--- config.mk ---
export PLATFORM = sky130hd
export DESIGN_NAME = nibble_add_sched
export DESIGN_NICKNAME = d
export VERILOG_FILES = /design/src/rtl/nibble_add_sched.sv
export SDC_FILE = /design/constraint.sdc
export NUM_CORES = 1
export LEC_CHECK = 0
export ABC_AREA = 1
export ABC_CLOCK_PERIOD_IN_PS = 1200
export CORE_MARGIN = 2
export CORE_UTILIZATION = 40
export CTS_CLUSTER_SIZE = 14
export DETAILED_ROUTE_END_ITERATION = 7
export PLACE_DENSITY = 0.76
export SLEW_MARGIN = 20
export SYNTH_ARGS = -nofsm -noshare
export SYNTH_HDL_FRONTEND = slang
export SYNTH_SLANG_ARGS = --single-unit
--- constraint.sdc ---
create_clock -name clk -period 1.2 [get_ports clk]
set_input_delay 0.24 -clock clk [delete_from_list [all_inputs] [get_ports clk]]
set_output_delay 0.24 -clock clk [all_outputs]
set_load 0.01 [all_outputs]
--- src/rtl/nibble_add_sched.sv ---
// Serial WIDTH-bit adder sequencer sharing one external 4-bit adder cell between two requesters.
// Optional signed-overflow output resp_ovf is enabled by defining NIBBLE_ADD_OVF_EN.
module nibble_add_sched #(
   parameter int WIDTH = 16
) (
   input  logic             clk,
   input  logic             rst,
   input  logic             req0_valid,
   output logic             req0_ready,
   input  logic [WIDTH-1:0] req0_a,
   input  logic [WIDTH-1:0] req0_b,
   input  logic             req0_cin,
   input  logic             req1_valid,
   output logic             req1_ready,
   input  logic [WIDTH-1:0] req1_a,
   input  logic [WIDTH-1:0] req1_b,
   input  logic             req1_cin,
   output logic             resp_valid,
   input  logic             resp_ready,
   output logic [WIDTH-1:0] resp_sum,
   output logic             resp_cout,
   output logic             resp_id,
`ifdef NIBBLE_ADD_OVF_EN
   output logic             resp_ovf,
`endif
   output logic             busy,
   output logic [3:0]       add_a,
   output logic [3:0]       add_b,
   output logic             add_cin,
   input  logic [3:0]       add_sum,
   input  logic             add_cout
);

   localparam int NIB = WIDTH / 4;
   localparam int KW  = (NIB > 1) ? $clog2(NIB) : 1;

   generate
      if (((WIDTH % 4) != 0) || (WIDTH < 4)) begin : g_bad_width
         $error("nibble_add_sched: WIDTH must be a multiple of 4 and >= 4");
      end
   endgenerate

   typedef enum logic [1:0] {
      IDLE = 2'd0,
      RUN  = 2'd1,
      DONE = 2'd2
   } state_t;

   state_t           state;
   state_t           state_next;
   logic [KW-1:0]    k;
   logic             carry;
   logic [WIDTH-1:0] a_reg;
   logic [WIDTH-1:0] b_reg;
   logic             cin_reg;
   logic             last_grant;
   logic             grant_any;
   logic             winner;
   logic             handshake;
   logic             last_slice;

   // Round-robin arbitration: a lone requester wins, a tie goes to the one not granted last
   always_comb begin
      grant_any = 1'b0;
      winner    = 1'b0;
      if (req0_valid && req1_valid) begin
         grant_any = 1'b1;
         winner    = ~last_grant;
      end else if (req0_valid) begin
         grant_any = 1'b1;
         winner    = 1'b0;
      end else if (req1_valid) begin
         grant_any = 1'b1;
         winner    = 1'b1;
      end else begin
         grant_any = 1'b0;
         winner    = 1'b0;
      end
   end

   // Ready decode and handshake/slice qualifiers
   always_comb begin
      handshake  = (state == IDLE) && grant_any;
      req0_ready = handshake && !winner;
      req1_ready = handshake && winner;
      last_slice = (k == KW'(NIB - 1));
   end

   // Next-state logic
   always_comb begin
      state_next = state;
      case (state)
         IDLE:    state_next = handshake  ? RUN  : IDLE;
         RUN:     state_next = last_slice ? DONE : RUN;
         DONE:    state_next = resp_ready ? IDLE : DONE;
         default: state_next = IDLE;
      endcase
   end

   // State register; busy is registered alongside it so it tracks "state != IDLE" exactly
   always_ff @(posedge clk) begin
      if (rst) begin
         state <= IDLE;
         busy  <= 1'b0;
      end else begin
         state <= state_next;
         busy  <= (state_next != IDLE);
      end
   end

   // Nibble mux toward the shared adder; slice 0 takes the requester's carry in
   always_comb begin
      add_a   = 4'h0;
      add_b   = 4'h0;
      add_cin = 1'b0;
      if (state == RUN) begin
         for (int i = 0; i < NIB; i++) begin
            if (k == KW'(i)) begin
               add_a = a_reg[4*i +: 4];
               add_b = b_reg[4*i +: 4];
            end else begin
               add_a = add_a;
               add_b = add_b;
            end
         end
         add_cin = (k == '0) ? cin_reg : carry;
      end else begin
         add_a   = 4'h0;
         add_b   = 4'h0;
         add_cin = 1'b0;
      end
   end

   // Operand capture, per-slice sum accumulation and response registers
   always_ff @(posedge clk) begin
      if (rst) begin
         k          <= '0;
         carry      <= 1'b0;
         a_reg      <= '0;
         b_reg      <= '0;
         cin_reg    <= 1'b0;
         last_grant <= 1'b1;
         resp_valid <= 1'b0;
         resp_sum   <= '0;
         resp_cout  <= 1'b0;
         resp_id    <= 1'b0;
`ifdef NIBBLE_ADD_OVF_EN
         resp_ovf   <= 1'b0;
`endif
      end else begin
         case (state)
            IDLE: begin
               if (handshake) begin
                  a_reg      <= winner ? req1_a   : req0_a;
                  b_reg      <= winner ? req1_b   : req0_b;
                  cin_reg    <= winner ? req1_cin : req0_cin;
                  resp_id    <= winner;
                  last_grant <= winner;
                  k          <= '0;
                  carry      <= 1'b0;
               end
            end
            RUN: begin
               for (int i = 0; i < NIB; i++) begin
                  if (k == KW'(i)) begin
                     resp_sum[4*i +: 4] <= add_sum;
                  end
               end
               carry <= add_cout;
               if (last_slice) begin
                  k          <= '0;
                  resp_cout  <= add_cout;
                  resp_valid <= 1'b1;
`ifdef NIBBLE_ADD_OVF_EN
                  // add_sum[3] is the MSB of the final sum, landing this same edge
                  resp_ovf   <= (a_reg[WIDTH-1] == b_reg[WIDTH-1]) &&
                                (add_sum[3] != a_reg[WIDTH-1]);
`endif
               end else begin
                  k <= k + KW'(1);
               end
            end
            DONE: begin
               if (resp_ready) begin
                  resp_valid <= 1'b0;
               end
            end
            default: begin
               resp_valid <= 1'b0;
            end
         endcase
      end
   end

endmodule

# [Word-level counts from Yosys, hierarchy flattened]
# Index checks and enable logic that the tools add are counted.
[classes] n_addsub=1 eq_ne=8 n_mux=32 n_bitwise=2 reduce_logical=16
[op_table] operator="$mux 4" count=10
[op_table] operator="$mux 16" count=2
[op_table] operator="$mux 1" count=12
[op_table] operator="$reduce_and 2->1" count=6
[op_table] operator="$mux 2" count=4
[op_table] operator="$eq 2x2->1 const B" count=3
[op_table] operator="$ne 2x2->1 const B" count=3
[op_table] operator="$pmux 2 s3" count=1
[op_table] operator="$eq 2x1->1 const B" count=2
[op_table] operator="$logic_and 1x1->1" count=4
[op_table] operator="$logic_not 2->1" count=2
[op_table] operator="$pmux 2 s2" count=1
[op_table] operator="$reduce_bool 2->1" count=2
[op_table] operator="$pmux 1 s3" count=1
[op_table] operator="$reduce_and 3->1" count=1
[op_table] operator="$add 2x1->2 const B" count=1
[op_table] operator="$not 1->1" count=2
[op_table] operator="$pmux 1 s2" count=1
[op_table] operator="$logic_not 1->1" count=1
[totals] regBits=59 output_inout_bits=31

# [Depth between registers and ports, before layout]
[depth] word_depth=7 depth_mapped=7

# [Worst setup path after synthesis]
# Ideal clock, no wire load.
[synth_path] kind="flip-flop to output port" start="reg k[0]" end="out add_a[0]" arrival_time_ns=1.160 path_slack_ns=-0.200 path_stages_with_launch=8 n_path_buf=1 path_cell_list="dfxtp_1 inv_1 ha_1 buf_2 a21oi_1 nand2_1 o211ai_1 nand2_1"
[synth_between] elab_chain_cells=6 word_cells_on_any_way=9 classes_between="eq/ne: 3; mux: 5; reduce/logical: 1"
[synth_lines] element="start: declaration" line_no="51" source="logic [KW-1:0] k;"
[synth_lines] element="start signal: assignment" line_no="180" source="k <= k + KW'(1);"
[synth_lines] element="$logic_not 2->1" line_no="118" source="if (k == KW'(i)) begin"
[synth_lines] element="$mux 4 (3 in series)" line_no="118"
[synth_lines] element="$mux 4 (*)" line_no="118"
[synth_lines] element="$mux 4 (*)" line_no="116" source="if (state == RUN) begin"
[synth_lines] element="end: declaration" line_no="27" source="output logic [3:0] add_a,"
# Mark *: on every way between the ends. The rest lies on a longest branch, timed or not.

# [Final worst setup path]
[layout_path] start="reg k[0]" end="out add_a[1]"
# The elaborated chain is that of the path after synthesis.

==> run summary <==
The run finished, with violations left. The final reports fail on negative setup slack. The number of placed instances with taps included came out at 653.

Global routing used a little over a quarter of the available tracks across all layers. For this run, design rule violations remaining after detail routing come to 0. STA classifies the critical path endpoint as an output port.

For the pin with the worst max-slew slack, the measured transition is between 0.4 and 0.5 ns. The post-synthesis average cell area is 6.68 µm². The average wire length per cell after detail routing is 17.3 µm. The number of top-level pins came out at 107.

The number of port buffers is around 110. The overall die height is roughly 90 µm. The worst relative slew slack is 69.5%.

Across all hold checks on the routed design, the worst slack comes to between 0.2 and 0.3 ns. The worst setup path is of the flip-flop to output port kind. The first global-routing pass estimated about 17 mm of wire. The setup TNS after final layout came out at -17.12 ns. Routability-driven placement finished with a final weighted congestion of 0.821.

In the synthesized netlist, the number of instances is 443. The leakage dissipation is 2.45 nW. The required time of the critical path is 0.96 ns. The least setup slack across all paths after layout is -0.710 ns. The clock tree synthesis step divided the H-tree into 3 levels. The final number of hold-violating endpoints came out at 0.

Of all nets on the critical path, the largest fanout is 4. The finished layout holds 693 standard cells, fillers aside. The number of rows created at floorplan came out at 31. The number of antenna violations at the first check in global routing is 0.

The number of storage elements in the synthesis netlist is 59. The sequential standard cell area is 0.00119 mm². The total length of routed wires came out at between 10 and 15 mm. The overall die width came out at around 90 µm. In the routed layout, each cell is associated on average with a via count of between 5 and 6. Setup violations remaining at the end of the flow were counted as 70. Entering global routing, the biggest net connects 34 pins. The signal on the critical path passes through inv_6 > ha_4 > buf_6 > a21oi_4 > nand2_2 > o211ai_1 > nand2_1 > buf_2. Clock tree synthesis selected as its root buffer the cell clkbuf_8. The number of sinks on the clock net came out at 59.

The core footprint is 0.00721 mm². The number of vias after detailed routing is 3,650. The worst path in the final design needs a cycle of 1.91 ns, including I/O delays and setup. The area growth from synthesis to layout is 88.0%.

The net count reported at finish came out at 669. The area used by multi-input combinational logic came out at about 0.0023 mm². The starting density of the core is 41.0%. The type of origin of the critical path is a flip-flop.

The library cell used most frequently in the layout, excluding fill and tap cells, is nand2_1. The final number of max-transition violations came out at 0. Clock latency on the worst-skew pair, taken at its later pin, is 0.35 ns. OpenSTA, run right after detailed placement, puts the worst setup slack at -0.693 ns.

The portion of the clock cycle consumed by the worst path in the final layout came out at 159%. The number of synthesis warnings is 0. The distinct cell type count after synthesis came out at 20. The total CTS buffers came out at 9. The sequential fraction of the synthesis area came out at between 30% and 40%.

Global routing finished with a remaining overflow of 0. The net count of the mapped netlist came out at between 500 and 600. The die covers 0.00810 mm². The layout filler cell count came out at 472. The worst-case IR drop observed on VDD is 611 µV. The worst hold-check path type is primary input to flip-flop.

The number of buffers on the longest clock path came out at 2. The share of final-layout standard cells stronger than drive strength 1 is 41.8%. The wire-length estimate of the detail-placed layout is 6.19 mm.

The TritonCTS clock tree is yes. For this design the ratio of total power to cell area is 1130 mW/mm². The post-layout utilization of the core is 77.1%.

The number of global-route vias before repair is 3,482. The clock-pin slew on the worst setup and hold paths came out at ~0.070 ns. For the worst setup path, the data arrival time is 1.67 ns.

The first-pass iteration count of the detailed router is 5. The delay of the slowest critical-path stage came out at 0.41 ns. 0 antenna diodes ended up in the layout. The number of design-rule violations left by the first detailed-router iteration is 204.

The achievable clock frequency came out at 0.523 GHz. The cell area after synthesis came out at between 0.002 and 0.003 mm². The tool flagged a number of max-cap violations equal to 0. The post-route clock skew is 0.00552 ns. Setup repair after global routing could not meet its margin everywhere.

The number of antenna-violating nets in the routed design is 0. In the layout the commonest cells are nand2_1 (122), clkdlybuf4s50_1 (74), a21oi_2 (53). The cell type of the slowest stage on the worst timing path is dfxtp_4.
-- per-stage QoR --
| step | total power, mW | instance area, µm² |
|---|---|---|
| floorplan | 2.88 | 3070 |
| global placement | 3.41 | 4330 |
| detailed placement | 3.44 | 4330 |
| CTS | 5.91 | 5110 |
| global route | 6.52 | 5560 |
| finish | 6.31 | 5560 |
-- routing by layer --
metal,global-route usage [%],routed length [µm],vias up
li1,-,-,1736
met4,11.4,384,0
met5,0,0,-
met3,5.95,697,34
met2,47.2,6240,169
met1,29.8,4660,1711
-- path summary, 6_finish.rpt --
kind / startpoint / slack, ns / cells past startpoint / to
max: k[0] / -0.71 / 8 / add_a[1]
min: rst / 0.30 / 3 / last_grant
max reg2reg: state[0] / -0.29 / 9 / a_reg[3]
min reg2reg: resp_id / 0.46 / 2 / resp_id
-- power breakdown --
part           internal (mW)  switching [mW]  total, mW  leakage, nW
registers               2.09           0.113       2.20        0.487
logic                  0.922            1.06       1.98         1.85
clock network           1.28           0.839       2.12        0.113
-- critical path: cells and delay by family, from the launching register on --
kind            cells  cell delay (ns)
compound gates      2             0.24
fa+ha+maj           1             0.18
buf+inv             3             0.35
flops               1             0.41
simple gates        2             0.13
-- timing repair --
action / CTS / global route
pin swaps: 39 / 75
gates resized for setup: 190 / 145
hold buffers: 0 / 0
buffers inserted: 13 / 9
endpoints found under the setup margin: 85 / 88
cloned: 6 / 2
-- synth_stat cells, drive strengths merged --
library cell	number	area [µm²]
clkbuf	6	22.5
clkinv	1	3.75
inv	14	52.6
nand3	56	280
o211ai	8	60.1
nand2	186	716
dfxtp	59	1180
buf	23	155
a21oi	61	305
nor2	17	81.3
ha	4	50.1
o21ai	8	51.3
-- logic make-up after synthesis --
family,count (synthesis),share of synthesized area [%]
and+or+nand+nor,259,36.4
AOI/OAI and AO/OA,77,14.1
DFF,59,39.9
buffers and inverters,44,7.91
adders and majority gates,4,1.69
-- layout make-up --
class,count,area share (%)
clock inverters,4,1.30
inverters,15,1.80
flip-flops and latches,59,21.5
repair buffers,159,27.7
clock buffers,12,2.79
well taps,99,2.23
multi-input cells,340,40.6
repair inverters,5,2.02
Note: power is estimated with default switching activity, not from simulation.
